`src/rtl/loop_limit_sequencer.sv`:
```
// Loop limit sequencer: walks (outer,inner) limit pairs through a
// downstream loop-count stage and accumulates the returned counts.
module loop_limit_sequencer #(
    parameter bit SKIP_ZERO = 1'b0
) (
    input  logic       clk,
    input  logic       rst,
    input  logic       in_start,
    input  logic       in_abort,
    input  logic       in_ready,
    input  logic [3:0] in_value,
    output logic [1:0] out_outer_limit,
    output logic [1:0] out_inner_limit,
    output logic       out_valid,
    output logic       out_busy,
    output logic       out_done,
    output logic [7:0] out_sum,
    output logic [3:0] out_max,
    output logic [4:0] out_count
);

    localparam logic [1:0] S_IDLE  = 2'd0;
    localparam logic [1:0] S_ISSUE = 2'd1;
    localparam logic [1:0] S_DONE  = 2'd2;

    // Lowest limit value ever issued; 1 when zero limits are skipped.
    localparam logic [1:0] FIRST = SKIP_ZERO ? 2'd1 : 2'd0;

    logic [1:0] r_state;
    logic [1:0] r_outer;
    logic [1:0] r_inner;
    logic [7:0] r_sum;
    logic [3:0] r_max;
    logic [4:0] r_count;

    logic       w_hs;
    logic       w_last;
    logic       w_wrap;
    logic [1:0] w_next_outer;
    logic [1:0] w_next_inner;

    assign w_hs   = (r_state == S_ISSUE) && in_ready;
    assign w_last = (r_outer == 2'd3) && (r_inner == 2'd3);
    assign w_wrap = (r_inner == 2'd3);

    // Next pair in outer-major order; inner restarts at FIRST so skipped
    // zero pairs never cost a cycle.
    always_comb begin
        w_next_inner = r_inner + 2'd1;
        w_next_outer = r_outer;
        if (w_wrap) begin
            w_next_inner = FIRST;
            w_next_outer = r_outer + 2'd1;
        end
    end

    // Control FSM: abort wins over completion on the last pair.
    always_ff @(posedge clk) begin
        if (rst) begin
            r_state <= S_IDLE;
        end else begin
            case (r_state)
                S_IDLE: begin
                    if (in_start)
                        r_state <= S_ISSUE;
                end
                S_ISSUE: begin
                    if (in_abort)
                        r_state <= S_IDLE;
                    else if (w_hs && w_last)
                        r_state <= S_DONE;
                end
                S_DONE:  r_state <= S_IDLE;
                default: r_state <= S_IDLE;
            endcase
        end
    end

    // Pair indices and accumulators; held outside start and handshakes.
    always_ff @(posedge clk) begin
        if (rst) begin
            r_outer <= 2'd0;
            r_inner <= 2'd0;
            r_sum   <= 8'd0;
            r_max   <= 4'd0;
            r_count <= 5'd0;
        end else if ((r_state == S_IDLE) && in_start) begin
            r_outer <= FIRST;
            r_inner <= FIRST;
            r_sum   <= 8'd0;
            r_max   <= 4'd0;
            r_count <= 5'd0;
        end else if (w_hs) begin
            r_sum   <= r_sum + {4'd0, in_value};
            r_count <= r_count + 5'd1;
            if (in_value > r_max)
                r_max <= in_value;
            if (!w_last) begin
                r_outer <= w_next_outer;
                r_inner <= w_next_inner;
            end
        end
    end

    assign out_outer_limit = r_outer;
    assign out_inner_limit = r_inner;
    assign out_valid       = (r_state == S_ISSUE);
    assign out_busy        = (r_state == S_ISSUE);
    assign out_done        = (r_state == S_DONE);
    assign out_sum         = r_sum;
    assign out_max         = r_max;
    assign out_count       = r_count;

endmodule

```
`config.mk`:
```
export PLATFORM = sky130hd
export DESIGN_NAME = loop_limit_sequencer
export DESIGN_NICKNAME = d
export VERILOG_FILES = /design/src/rtl/loop_limit_sequencer.sv
export SDC_FILE = /design/constraint.sdc
export NUM_CORES = 1
export LEC_CHECK = 0
export BUFFER_PORTS_ARGS = -buffer_cell sky130_fd_sc_hd__buf_2
export CAP_MARGIN = 20
export CORE_MARGIN = 3
export CORE_UTILIZATION = 30
export CTS_CLUSTER_DIAMETER = 40
export CTS_CLUSTER_SIZE = 12
export DETAILED_ROUTE_END_ITERATION = 10
export PLACE_DENSITY = 0.54
export SLEW_MARGIN = 10
export SYNTH_ARGS = -nofsm -noshare
export SYNTH_HDL_FRONTEND = slang
export SYNTH_SLANG_ARGS = --single-unit
```
`constraint.sdc`:
```
create_clock -name clk -period 2.32 [get_ports clk]
set_input_delay 0.348 -clock clk [delete_from_list [all_inputs] [get_ports clk]]
set_output_delay 0.348 -clock clk [all_outputs]
set_load 0.05 [all_outputs]
```
==> results of run 1 <==
-- power breakdown --
| part | internal (mW) | total, mW | leakage (nW) | switching, mW |
|---|---|---|---|---|
| combinational | 0.0367 | 0.117 | 0.464 | 0.0802 |
| sequential | 0.400 | 0.407 | 0.186 | 0.00659 |
| clock | 0.120 | 0.251 | 0.0255 | 0.131 |
-- metal layers --
layer | vias up | global-route usage [%] | part of all wire (%)
met3 | 4 | 1.563 | 1.7
met4 | 0 | 3.758 | 1.3
met1 | 529 | 14.99 | 49
met2 | 13 | 21.32 | 48
met5 | - | 0 | 0
li1 | 581 | - | -
-- state kept, by name (all words and copies together), names as in the netlist --
signal / flops
out_count: 5
out_inner_limit: 2
out_max: 4
out_outer_limit: 2
out_sum: 8
r_state: 2
-- critical path: cells and delay by family, from the launching register on --
family          cells  cell delay, ns
compound gates      3            0.66
fa+ha+maj           2            0.57
flops               1            0.35
simple gates        1            0.12
buf+inv             1            0.05
-- cells in the final DEF (no fill, tap or decap), drive strengths merged, types with 2 or more instances in the layout --
cell    Yosys  final
ha         11     11
dfxtp      23     23
nor2b       4      4
mux2i       3      3
a21oi      11     11
a211oi      2      2
or2         2      2
o211ai      5      5
buf         3     33
nand2      20     20
nand3       2      2
xnor2       3      3
o21ai       4      4
xor2        3      3
a31oi       3      3
nor3b       2      2
nor3        2      2
nand4       8      8
or3         3      3
nor2       12     12
inv        11     11
clkbuf      2      3
-- kinds of logic after synthesis --
family / after synthesis / share of synthesized area [%]
AO/OA/AOI/OAI: 28 / 15.45
flip-flops: 23 / 36.22
AND/OR/NAND/NOR: 60 / 24.12
buffers and inverters: 16 / 5.315
adder cells (fa/ha/maj): 12 / 12.40
multiplexers: 3 / 2.362
XOR/XNOR: 6 / 4.135
-- path summary, 6_finish.rpt --
check        slack (ns)  cells past startpoint            endpoint               start
max                0.51                      7          out_sum[4]          out_sum[0]
min                0.25                      2          r_state[1]            in_abort
min reg2reg        0.48                      2  out_inner_limit[1]  out_inner_limit[1]
max reg2reg        0.51                      7          out_sum[4]          out_sum[0]
-- area by class of cell --
class	instances	area [sq um]
Clock buffer	3	41.29
Fill cell	427	2536
Tap cell	50	62.56
Sequential cell	23	460.4
Timing Repair Buffer	33	167.7
Clock inverter	1	5.005
Multi-Input combinational cell	109	743.2
Inverter	11	41.29
==> flow_summary.json, run 1 <==
{
  "cts_buffers": 3,
  "antenna_found_initial": 0,
  "overflow": 0,
  "fin_hold_ws_ns": 0.2544,
  "row_count": 23,
  "ir_worst_vdd_mv": 0.1448,
  "drtIter0Drc": 20,
  "worst-setup-path-type": "flip-flop to flip-flop",
  "num_vias": 1127,
  "yosys.area.top_type": "dfxtp_1",
  "postCtsHoldBufs": 0,
  "cap_violations": 0,
  "power_mw": 0.7745,
  "path_common_cell": "o21ai_0",
  "postCtsResizedCells": 0,
  "place_area_sq_um": 1475,
  "ant_nets": 0,
  "critPathMaxStageDelay_ns": 0.44,
  "synth-seq-cells": 23,
  "endpoint_kind": "flip-flop",
  "grt_pass1_wl_um": 5043,
  "layout-drive-gt1-share_pct": 24.44,
  "clockRootBuffer": "clkbuf_8",
  "die_area_sq_um": 5055,
  "post-route-period-util_pct": 78.07,
  "dp_slack_ns": 0.4260,
  "wire_per_inst_um": 12.60,
  "instances_no_fill": 230,
  "syn-mean-instance-area_sq_um": 8.589,
  "fin_skew_ns": 0.001665,
  "drc": 0,
  "synth-edff-count": 0,
  "synthArstFlopShare_pct": 0,
  "worstSkewPairLatency_ns": 0.26,
  "grt_util_all_layers_pct": 12.00,
  "worst_ep_arrival_time_ns": 2.01,
  "port_buffers": 32,
  "cp-start-kind": "flip-flop",
  "yosysTopAreaCellShare_pct": 36.22,
  "worst-path-max-fanout": 3,
  "coreArea_sq_um": 4058,
  "finalHoldViolCount": 0,
  "num_io_pins": 33,
  "antenna_cells": 0,
  "synth_area_leaders": "dfxtp_1 (36%), ha_1 (11%), nand2_1 (5.9%), a21oi_1 (4.3%), nand4_1 (3.9%)",
  "crit_chain": "ha_1 > inv_1 > fa_1 > nor2b_1 > o21ai_0 > a2111o_1 > o21ai_0",
  "p_leak_nw": 0.6754,
  "die_height_um": 71.10,
  "synth_seq_area_share_pct": 36.22,
  "htreeDepth": 1,
  "drt-pass1-iter-count": 4,
  "synth.most_common_cell": "dfxtp_1",
  "tightestPinTransition_ns": 0.5949,
  "hold_path_class": "input port to flip-flop",
  "synthesis.nets": 169,
  "cts.sinks": 23,
  "netlist_instances": 148,
  "dp_hpwl_um": 2241,
  "die_x_um": 71.10,
  "drv_slew": 0,
  "relSlewSlack_pct": 60.34,
  "setup_viol": 0,
  "yosysUniqueCellTypes": 36,
  "path_clk_slew_ns": 0.08,
  "synthFlopType": "dfxtp_1",
  "dpl.cell_count": 226,
  "worst_slack_ns": 0.5087,
  "slowest_stage": "a2111o_1",
  "area_delta_synth_final_pct": 19.69,
  "clockBufferDepth": 2,
  "ys.warnings.count": 0,
  "finish.utilization_pct": 37.50,
  "min_period_ns": 1.811,
  "required_ns": 2.52,
  "viasPerCell": 4.900,
  "status": "complete, no violations",
  "grt_max_degree": 17,
  "wl_um": 2897,
  "cts_tree": "yes",
  "ys_top_cells_by_count": "dfxtp_1 (23), nand2_1 (20), nor2_1 (12)",
  "layout.nets": 202,
  "synth_area_sq_um": 1271,
  "fin_setup_tns_ns": 0,
  "fmax_ghz": 0.5521,
  "initial_core_util_pct": 31.33,
  "rsz0062_at_grt": "false",
  "cts_setup_buffers": 0,
  "grt_pass1_vias": 1123,
  "gp_congestion": 0.7862,
  "final_cell_area_sq_um": 1521,
  "power_density_nw_per_um2": 509.0
}
(Power assumes the default switching activity.)
==> inputs of run 2 (changes only) <==
PLACE_DENSITY = 0.56   (was 0.54)
clock period = 1.5 ns   (was 2.32 ns; I/O delays follow)
==> flow_summary.json, run 2 (synthesis gave the netlist of run 1 again) <==
{
  "status": "finished with violations",
  "violations": "setup timing",
  "cp-start-kind": "flip-flop",
  "power_mw": 1.268,
  "fin_hold_ws_ns": 0.1337,
  "reg2reg_depth": 6,
  "grt_pass1_vias": 1287,
  "endpoint_kind": "flip-flop",
  "worstSkewPairLatency_ns": 0.27,
  "cp_top_family": "compound AO/OA/AOI/OAI gates",
  "die_x_um": 71.10,
  "grt_util_all_layers_pct": 14.10,
  "required_ns": 1.70,
  "cts.sinks": 23,
  "initial_core_util_pct": 31.33,
  "dp_slack_ns": -0.1577,
  "tightestPinTransition_ns": 0.3878,
  "layout-drive-gt1-share_pct": 46.83,
  "overflow": 0,
  "post-route-period-util_pct": 106.9,
  "wl_um": 3312,
  "finalHoldViolCount": 0,
  "place_area_sq_um": 1704,
  "setup_viol": 7,
  "drtIter0Drc": 29,
  "row_count": 23,
  "final_cell_area_sq_um": 1834,
  "crit_cells": 6,
  "worst_slack_ns": -0.1040,
  "fin_setup_tns_ns": -0.4999,
  "num_io_pins": 33,
  "slowest_stage": "a311o_2",
  "clockBufferDepth": 2,
  "worst-path-max-fanout": 4,
  "p_leak_nw": 0.8248,
  "grt_pass1_wl_um": 5775,
  "hold_path_class": "input port to flip-flop",
  "die_height_um": 71.10,
  "ir_worst_vdd_mv": 0.6243,
  "drt-pass1-iter-count": 2,
  "gp_congestion": 0.8859,
  "layout.nets": 227,
  "worst-setup-path-type": "flip-flop to flip-flop",
  "antenna_cells": 0,
  "relSlewSlack_pct": 74.05,
  "dp_hpwl_um": 2566,
  "cts_buffers": 3,
  "cts_tree": "yes",
  "mostFrequentLayoutCells": "buf_2 (32), buf_4 (26), nand2_1 (20), dfxtp_1 (14), nor2_1 (12)",
  "drc": 0,
  "htreeDepth": 1,
  "critPathMaxStageDelay_ns": 0.46,
  "ant_nets": 0,
  "coreArea_sq_um": 4058,
  "hold_depth": 2,
  "clockRootBuffer": "clkbuf_8",
  "port_buffers": 32,
  "fmax_ghz": 0.6235,
  "path_clk_slew_ns": 0.09,
  "area_delta_synth_final_pct": 44.29,
  "power_density_nw_per_um2": 691.3,
  "worst_ep_arrival_time_ns": 1.81,
  "viasPerCell": 4.827,
  "layout.cells.most_common": "buf_2",
  "largest_register_ffs": 8,
  "wire_per_inst_um": 12.99,
  "drv_slew": 0,
  "fin_skew_ns": 0.005275,
  "grt_max_degree": 16,
  "rsz0062_at_grt": "true",
  "cap_violations": 0,
  "min_period_ns": 1.604,
  "antenna_found_initial": 0,
  "num_vias": 1231,
  "die_area_sq_um": 5055,
  "crit_chain": "inv_4 > ha_4 > nor2b_4 > o211ai_1 > a311o_2 > o211ai_2",
  "cp.buffers_inverters": 1
}
-- run 2: changes by cell type in the layout (fill, tap and decap cells not counted), sizes merged --
cell  change
buf      +25
-- run 2: per-stage QoR --
step | util [%] | std cells
floorplan | - | 148
global placement | 42.00 | 249
CTS | 43.88 | 254
global route | 45.21 | 255
detailed placement | 42.00 | 249
finish | 45.21 | 255
-- run 2: layer usage --
layer	track usage (%)	part of all wire (%)	vias up
li1	-	-	637
met1	17.38	44	560
met2	23.69	49	26
met3	4.545	5.5	8
met4	3.758	1.7	0
met5	0	0	-
-- run 2: path summary, 6_finish.rpt --
| path | startpoint | to | slack (ns) |
|---|---|---|---|
| worst min-delay path | in_abort | r_state[1] | 0.13 |
| worst min register to register | out_inner_limit[1] | out_inner_limit[1] | 0.47 |
| worst max register to register | out_max[1] | out_max[2] | -0.10 |
| worst max-delay path | out_max[1] | out_max[2] | -0.10 |
-- run 2: cell type report --
cell class	count	area (sq um)
clock buffers	3	41.29
clock inverters	1	5.005
fillers	408	2223
inverters	11	43.79
multi-input cells	109	844.6
flip-flops and latches	23	481.7
well taps	50	62.56
repair buffers	58	355.3
-- run 2: timing repair --
action | CTS | global route
endpoints found under the setup margin | 8 | 11
buffers inserted | 1 | 2
hold buffers | 0 | 0
resized for setup | 6 | 12
pin swaps | 7 | 12
-- run 2: where the power goes --
part,switching (mW),leakage [nW],total [mW],internal [mW]
registers,0.00891,0.191,0.624,0.615
clock network,0.213,0.0255,0.399,0.186
logic,0.144,0.608,0.245,0.101
total,0.366,0.825,1.27,0.902
